### config.mk
export PLATFORM = sky130hd
export DESIGN_NAME = sqrt_vec_seq
export DESIGN_NICKNAME = d
export VERILOG_FILES = /design/src/rtl/sqrt_vec_seq.sv
export SDC_FILE = /design/constraint.sdc
export NUM_CORES = 1
export LEC_CHECK = 0
export ABC_AREA = 1
export BUFFER_PORTS_ARGS = -buffer_cell sky130_fd_sc_hd__buf_2
export CAP_MARGIN = 20
export CORE_AREA = 2 2 152 154
export DETAILED_ROUTE_END_ITERATION = 10
export DIE_AREA = 0 0 154 156
export GPL_TIMING_DRIVEN = 0
export PLACE_DENSITY_LB_ADDON = 0.3
export REMOVE_ABC_BUFFERS = 1
export SKIP_CTS_REPAIR_TIMING = 1
export SYNTH_ARGS = -nofsm -noshare
export SYNTH_HDL_FRONTEND = slang
export SYNTH_SLANG_ARGS = --single-unit
### constraint.sdc
create_clock -name CLK -period 1.45 [get_ports CLK]
set_input_delay 0.2175 -clock CLK [delete_from_list [all_inputs] [get_ports CLK]]
set_output_delay 0.2175 -clock CLK [all_outputs]
set_load 0.005 [all_outputs]
### src/rtl/sqrt_vec_seq.sv
// Vector sequencer for the scalar fp16 square-root unit: issues active lanes one at a time,
// gathers results (with a per-element watchdog) and presents the vector to writeback.
module sqrt_vec_seq #(
   parameter int LANES   = 4,
   parameter int TIMEOUT = 64,
   parameter int IDX_W   = (LANES > 1) ? $clog2(LANES) : 1
) (
   input  logic                CLK,
   input  logic                nRST,
   input  logic                vec_valid_in,
   output logic                vec_ready_in,
   input  logic [LANES*16-1:0] vec_operand,
   input  logic [LANES-1:0]    vec_mask,
   output logic                vec_valid_out,
   input  logic                vec_ready_out,
   output logic [LANES*16-1:0] vec_result,
   output logic                vec_timeout,
   output logic                sq_valid_in,
   input  logic                sq_ready_in,
   output logic [15:0]         sq_operand,
   input  logic                sq_valid_out,
   output logic                sq_ready_out,
   input  logic [15:0]         sq_result,
   output logic                busy
);

   localparam int CNT_W = $clog2(TIMEOUT + 1);

   localparam logic [1:0] ST_IDLE  = 2'd0;
   localparam logic [1:0] ST_ISSUE = 2'd1;
   localparam logic [1:0] ST_WAIT  = 2'd2;
   localparam logic [1:0] ST_DONE  = 2'd3;

   logic [1:0]          state_q, state_d;
   logic [IDX_W-1:0]    idx_q, idx_d;
   logic [LANES*16-1:0] opnd_q;
   logic [LANES*16-1:0] res_q, res_d;
   logic [LANES-1:0]    pend_q, pend_d;
   logic                flag_q, flag_d;
   logic [CNT_W-1:0]    cnt_q, cnt_d;
   logic                accept;
   logic                timed_out;
   logic [LANES-1:0]    pend_clr;

   function automatic logic [IDX_W-1:0] lowest(input logic [LANES-1:0] v);
      lowest = '0;
      for (int i = LANES - 1; i >= 0; i--) begin
         if (v[i]) lowest = IDX_W'(i);
      end
   endfunction

   assign accept    = vec_valid_in && (state_q == ST_IDLE);
   assign timed_out = (cnt_q == CNT_W'(TIMEOUT - 1));
   assign pend_clr  = pend_q & ~(LANES'(1) << idx_q);

   always_comb begin
      state_d = state_q;
      idx_d   = idx_q;
      res_d   = res_q;
      pend_d  = pend_q;
      flag_d  = flag_q;
      cnt_d   = cnt_q;
      case (state_q)
         ST_IDLE: begin
            if (vec_valid_in) begin
               // Masked lanes are preloaded with their operand so they pass straight through.
               for (int i = 0; i < LANES; i++) begin
                  res_d[16*i +: 16] = vec_mask[i] ? 16'h0000 : vec_operand[16*i +: 16];
               end
               pend_d = vec_mask;
               flag_d = 1'b0;
               if (vec_mask == '0) begin
                  state_d = ST_DONE;
               end else begin
                  state_d = ST_ISSUE;
                  idx_d   = lowest(vec_mask);
               end
            end
         end
         ST_ISSUE: begin
            if (sq_ready_in) begin
               state_d = ST_WAIT;
               cnt_d   = '0;
            end
         end
         ST_WAIT: begin
            cnt_d = cnt_q + 1'b1;
            // A real result arriving on the watchdog's last cycle takes priority.
            if (sq_valid_out || timed_out) begin
               for (int i = 0; i < LANES; i++) begin
                  if (IDX_W'(i) == idx_q) begin
                     res_d[16*i +: 16] = sq_valid_out ? sq_result : 16'h7E00;
                  end
               end
               if (!sq_valid_out) flag_d = 1'b1;
               pend_d = pend_clr;
               if (pend_clr != '0) begin
                  state_d = ST_ISSUE;
                  idx_d   = lowest(pend_clr);
               end else begin
                  state_d = ST_DONE;
               end
            end
         end
         default: begin
            if (vec_ready_out) state_d = ST_IDLE;
         end
      endcase
   end

   always_ff @(posedge CLK or negedge nRST) begin
      if (!nRST) begin
         state_q <= ST_IDLE;
         idx_q   <= '0;
         opnd_q  <= '0;
         res_q   <= '0;
         pend_q  <= '0;
         flag_q  <= 1'b0;
         cnt_q   <= '0;
      end else begin
         state_q <= state_d;
         idx_q   <= idx_d;
         res_q   <= res_d;
         pend_q  <= pend_d;
         flag_q  <= flag_d;
         cnt_q   <= cnt_d;
         if (accept) opnd_q <= vec_operand;
      end
   end

   always_comb begin
      sq_operand = '0;
      if (state_q == ST_ISSUE) begin
         for (int i = 0; i < LANES; i++) begin
            if (IDX_W'(i) == idx_q) sq_operand = opnd_q[16*i +: 16];
         end
      end
   end

   assign vec_ready_in  = (state_q == ST_IDLE);
   assign vec_valid_out = (state_q == ST_DONE);
   assign vec_result    = (state_q == ST_DONE) ? res_q : '0;
   assign vec_timeout   = (state_q == ST_DONE) && flag_q;
   assign sq_valid_in   = (state_q == ST_ISSUE);
   assign sq_ready_out  = (state_q == ST_WAIT);
   assign busy          = (state_q != ST_IDLE);

endmodule

==> results.ini, run 1 <==
[placed_design]
portBuffers=175
dp_cells=1417
dp_slack_ns=-1.66
post_dp_cell_area_um2=8680
hpwl_um=16600
place_congestion=0.869

[synthesis]
synth.distinct_cells=31
yosysSeqAreaShare_pct=47.0
postSynthCellCount=1006
ys_ff_latch=144
ys_warn_count=0
syn_area_um2=7670
synth_area_per_cell_um2=7.63

[global_routing]
grt_remaining_overflow=0
grt_start_max_net_pins=96
grt_pass1_vias=6918
grt_use_total_pct=20.3
antenna_found_initial=2
grt_pass1_wl_um=37500

[critical_path]
reg2reg_from=state_q[1]
worstPathRequired_ns=1.23
cp-startpoint=idx_q[0]
crit_fanout=7
slowest_stage=dfrtp_4
critPathKind=reg -> out
rr_endpoint=res_q[12]
r2r_cells=11
cp_slowest_stage_delay_ns=0.56
start_kind=flip-flop
endpoint_kind=output port
r2r_slack_ns=-0.50
path_buf_inv=3
crit_chain=buf_4, o21ai_0, nand3_2, o211ai_1, inv_1, buf_2
cp_data_arrival_time_ns=1.86
cpLargestDelayFamily=flip-flops

[timing]
max_slew_margin_pct=55.9
finalClockSkew_ns=0.00850
max_freq_ghz=0.481
setup_ws_ns=-0.628
fin_crit_ns=2.08
rsz0062_at_grt=yes
slew_violations=0
worst_pin_slew_ns=0.655
finalHoldViolCount=0
totalNegativeSetupSlack_ns=-68.05
setup_violations=167
period_share_pct=143

[clocking]
cts.sinks=144
clk-insertion-delay-late_ns=0.44
cts.clk_slew.worst_paths_ns=0.06
cts_tree=done
htreeDepth=4
cts.path.max_buffers=2
cts_buffers=17
cts_root_buf=clkbuf_16

[cells_and_area]
fin_area_um2=11800
regArea_um2=3610
nets=1339
fillers=2101
layout-drive-gt1-share_pct=43.0
multiInputGateArea_um2=4260
area_delta_synth_final_pct=53.2
fin_cells=1544

[drt]
drc=0
drt_iter0_markers=707
drt-total-wl_um=31400
ant_nets=0
routedWlPerCell_um=20.3
firstDrtPassIters=6
viasPerCell=5.23
vias=8076

[die]
io_pins=176
fp-row-count=55
core_um2=22400
die_x_um=154
die_area_um2=24000
initial_utilization_pct=34.3
die_y_um=156

[status]
status=finished, violations left
violations=negative setup slack

[worst_hold_path]
whs_endpoint=opnd_q[16]
min_from=vec_operand[16]
hold_class=in -> reg
hold_depth=3

[pwr]
p_int_uw=14000
leakagePower_uw=0.00651
power.total_uw=25900
irDropWorstVdd_mv=1.14
power.density_nw_per_um2=2200
pwr-share-comb_pct=56.4
power.share.clock_pct=16.6
netSwitchingPower_uw=11900
p_sw_share_pct=46.0
power_frac_seq_pct=27.0

[run]
drv_cap=0

==> flip-flops by register name, summed over array words and instances (netlist names) <==
register and flops:
cnt_q 7, flag_q 1, idx_q 2, opnd_q 64
pend_q 4, res_q 64, state_q 2
==> cells by family (layout without fill, tap and decap cells) <==
family                     count (synthesis)  count (layout)  synth area share, %
AOI/OAI and AO/OA                        212             212                 16.6
adders and majority gates                  5               5                0.815
buffers and inverters                    216             454                 12.3
DFF                                      144             144                 47.0
other                                      0               2                    0
and+or+nand+nor                          429             442                 23.4
==> worst max-delay path by stage <==
stage / slack (ns) / depth (start not counted) / end
final: -0.63 / 6 / sq_operand[3]
after global routing: -0.71 / 8 / sq_operand[3]
after CTS: -1.68 / 7 / res_q[14]
after detailed placement: -1.66 / 7 / res_q[14]
after global placement: -2.56 / 4 / opnd_q[27]
after floorplan: -1.33 / 4 / opnd_q[0]
==> cells in the mapped netlist, drive strengths merged <==
cell type    n  area share, %
o21a        24            2.3
buf         34            3.2
a21oi       14            1.0
o21ai      158             12
inv        163            8.1
nand2      320             16
clkbuf      18           0.88
ha           5           0.82
nor2        37            2.3
clkinv       1          0.049
nand4        1          0.082
o22ai        1          0.082
nor3         4           0.26
o221ai       7           0.80
o211ai       8           0.78
or2          1          0.082
nand3       66            4.3
dfrtp      144             47
==> layer usage <==
metal,track usage [%],vias up,share of wire (%)
met3,4.28,65,9.3
met2,31.4,463,46
met5,0,-,0.041
li1,-,3668,-
met1,28.4,3878,42
met4,6.50,2,2.6
==> area by class of cell <==
class	instances	share of cell area, %
multi-input cells	659	36.2
flip-flops and latches	144	30.7
repair buffers	252	18.0
inverters	164	6.18
clock buffers	23	4.07
well taps	285	3.03
repair inverters	6	1.01
clock inverters	9	0.713
diodes	2	0.0426
==> worst min-delay path, cell delays in order <==
cell and delay [ns]:
buf_2 0.10, inv_1 0.06, o21ai_0 0.08
==> cells in the final DEF, fill, tap and decap left out, types with 5 or more instances in the layout <==
master,synthesis,layout
inv_2,6,38
o21ai_4,0,5
o21a_1,24,24
buf_6,10,35
inv_4,1,5
o21ai_0,126,97
nand2_8,0,21
a21oi_1,12,9
clkinvlp_4,0,9
nand2_1,309,235
nand3_1,66,36
buf_4,8,30
nor2_4,4,8
buf_2,13,152
inv_1,155,111
buf_12,0,22
o21ai_1,6,23
nand2_4,5,43
dfrtp_1,144,140
o21ai_2,26,33
nor2_2,3,8
nor2_1,30,21
nand2_2,6,34
clkbuf_16,0,24
o211ai_1,8,8
nand3_2,0,29
==> per-stage QoR <==
step	hold WS, ns	util (%)
2_1_floorplan	-0.0781	-
5_1_grt	0.0615	52.5
3_5_place_dp	0.199	38.8
3_3_place_gp	0.458	38.4
6_report	0.0565	52.6
4_1_cts	-0.260	41.3
==> power groups by stage <==
stage | combinational, µW | sequential (µW) | clock [µW]
after floorplan | 5250 | 6450 | 0
after global placement | 7590 | 6790 | 0
after detailed placement | 7820 | 6740 | 0
after CTS | 7870 | 6680 | 4310
after global routing | 15600 | 7170 | 4480
final | 14600 | 7000 | 4290
Power figures use the tool's default switching activity.
==> run 2: changes to the inputs <==
- CORE_AREA: 2 2 152 154 -> 2 2 163 165
- DIE_AREA: 0 0 154 156 -> 0 0 165 167
- RECOVER_POWER: not set -> 25
==> results.ini, run 2 (synthesis results as in run 1) <==
[global_routing]
grt_remaining_overflow=0  ; unchanged
grt_pass1_vias=6882  ; was 6,918
grt_pass1_wl_um=38600  ; was 37,500 µm
grt_start_max_net_pins=95  ; was 96
grt_use_total_pct=18.5  ; was 20.3%
antenna_found_initial=0  ; was 2

[pwr]
leakagePower_uw=0.00704  ; was 0.00651 µW
irDropWorstVdd_mv=1.07  ; was 1.14 mV
power.density_nw_per_um2=2270  ; was 2200 nW/µm²

[critical_path]
endpoint_kind=output port  ; unchanged
worstPathRequired_ns=1.23  ; about the same
critPathKind=reg -> out  ; unchanged
cp_data_arrival_time_ns=1.93  ; was 1.86 ns
r2r_cells=10  ; was 11
start_kind=flip-flop  ; unchanged
crit_fanout=10  ; was 7

[clocking]
cts.clk_slew.worst_paths_ns=0.06  ; about the same
cts.sinks=144  ; unchanged
cts.path.max_buffers=2  ; unchanged
clk-insertion-delay-late_ns=0.43  ; was 0.44 ns
cts_tree=done  ; unchanged
htreeDepth=4  ; unchanged
cts_root_buf=clkbuf_16  ; unchanged
cts_buffers=17  ; unchanged

[placed_design]
place_congestion=0.859  ; was 0.869
hpwl_um=17000  ; was 16,600 µm
portBuffers=175  ; unchanged

[timing]
rsz0062_at_grt=yes  ; unchanged
worst_pin_slew_ns=0.764  ; was 0.655 ns
max_slew_margin_pct=49.1  ; was 55.9%
fin_crit_ns=2.15  ; was 2.08 ns
slew_violations=0  ; unchanged
period_share_pct=148  ; was 143%
setup_ws_ns=-0.696  ; was -0.628 ns
setup_violations=174  ; was 167
totalNegativeSetupSlack_ns=-69.45  ; was -68.05 ns
max_freq_ghz=0.466  ; was 0.481 GHz
finalClockSkew_ns=0.00850  ; about the same
finalHoldViolCount=0  ; unchanged

[cells_and_area]
nets=1361  ; was 1,339
finalCoreUtilization_pct=48.7  ; was 52.6%
area_delta_synth_final_pct=63.6  ; was 53.2%
layout-drive-gt1-share_pct=48.3  ; was 43.0%
final_cell_mix=199 x nand2_1, 140 x dfrtp_1, 132 x buf_2, 91 x o21ai_0, 85 x inv_1  ; was 235 x nand2_1, 152 x buf_2, 140 x dfrtp_1, 111 x inv_1, 97 x o21ai_0
fillers=2437  ; was 2,101
top_regs=opnd_q x64, res_q x64, cnt_q x7  ; unchanged
regArea_um2=3610  ; unchanged
multiInputGateArea_um2=4540  ; was 4260 µm²
layout_commonest_cell=nand2_1  ; unchanged

[drt]
drc=0  ; unchanged
drt_iter0_markers=993  ; was 707
viasPerCell=5.15  ; was 5.23
firstDrtPassIters=5  ; was 6
ant_nets=0  ; unchanged
vias=8335  ; was 8,076
routedWlPerCell_um=21.8  ; was 20.3 µm
drt-total-wl_um=35300  ; was 31,400 µm

[die]
fp-row-count=59  ; was 55
die_x_um=165  ; was 154 µm
io_pins=176  ; unchanged
core_um2=25800  ; was 22,400 µm²
die_area_um2=27600  ; was 24,000 µm²
die_y_um=167  ; was 156 µm
initial_utilization_pct=29.8  ; was 34.3%

[run]
drv_cap=0  ; unchanged

[status]
status=finished, violations left  ; unchanged
violations=negative setup slack  ; unchanged

[worst_hold_path]
hold_class=in -> reg  ; unchanged
hold_depth=3  ; unchanged

## run 2: cell count changes in the layout (fill, tap and decap cells not counted), moves of 10 or more
cell | previous run | this run
buf_2 | 152 | 132
inv_2 | 38 | 64
nand3_2 | 29 | 15
o21ai_1 | 23 | 33
nand2_1 | 235 | 199
buf_6 | 35 | 67
nand2_4 | 43 | 81
inv_1 | 111 | 85
nand3_1 | 36 | 50
## run 2: per-layer routing
layer  vias to the layer above  share of wire (%)  global-route usage, %
met2                       482                 46                   29.2
met1                      4066                 42                   25.8
met3                        76                8.5                   3.54
met5                         -                  0                      0
met4                         0                3.3                   5.14
li1                       3711                  -                      -
## run 2: worst max-delay path: stages, from the launching register on
cell and delay (ns):
dfrtp_4 0.54, inv_8 0.09, nand2_8 0.08, clkinvlp_4 0.20, nand2_2 0.14, nand3_2 0.09
o211ai_1 0.11, inv_1 0.10, buf_2 0.14
## run 2: final cells by class
class / instances / share of cell area (%)
multi-input combinational: 661 / 36.2
inverter: 164 / 5.76
tap: 335 / 3.34
timing repair buffer: 274 / 20.0
clock buffer: 20 / 3.64
clock inverter: 12 / 1.63
timing repair inverter: 4 / 0.578
sequential: 144 / 28.8
antenna: 3 / 0.0598
## run 2: final timing paths
kind	from	end	slack [ns]
worst max-delay path	idx_q[0]	sq_operand[5]	-0.70
worst min-delay path	vec_operand[60]	opnd_q[60]	0.06
worst max register to register	state_q[1]	idx_q[1]	-0.49
worst min register to register	opnd_q[20]	opnd_q[20]	0.49
max in group asynchronous	nRST	idx_q[0]	0.07
min in group asynchronous	nRST	res_q[45]	0.42
## run 2: metrics by stage
step | instance area (µm²) | power [µW] | hold WS, ns | instances | setup WS [ns]
2_1_floorplan | 7360 | 11700 | -0.0781 | 954 | -1.33
3_3_place_gp | 8650 | 14700 | 0.457 | 1464 | -2.57
3_5_place_dp | 8730 | 14800 | 0.204 | 1467 | -1.80
4_1_cts | 9400 | 19900 | -0.252 | 1499 | -1.83
5_1_grt | 12500 | 29700 | 0.0745 | 1614 | -0.752
6_report | 12600 | 28400 | 0.0559 | 1617 | -0.696
## run 2: power by group
group	switching (µW)	internal, µW	total, µW	leakage (µW)
Clock	1870	3160	5030	0.000317
Sequential	1540	5720	7260	0.00183
Combinational	9690	6460	16200	0.00490
Total	13100	15300	28400	0.00704
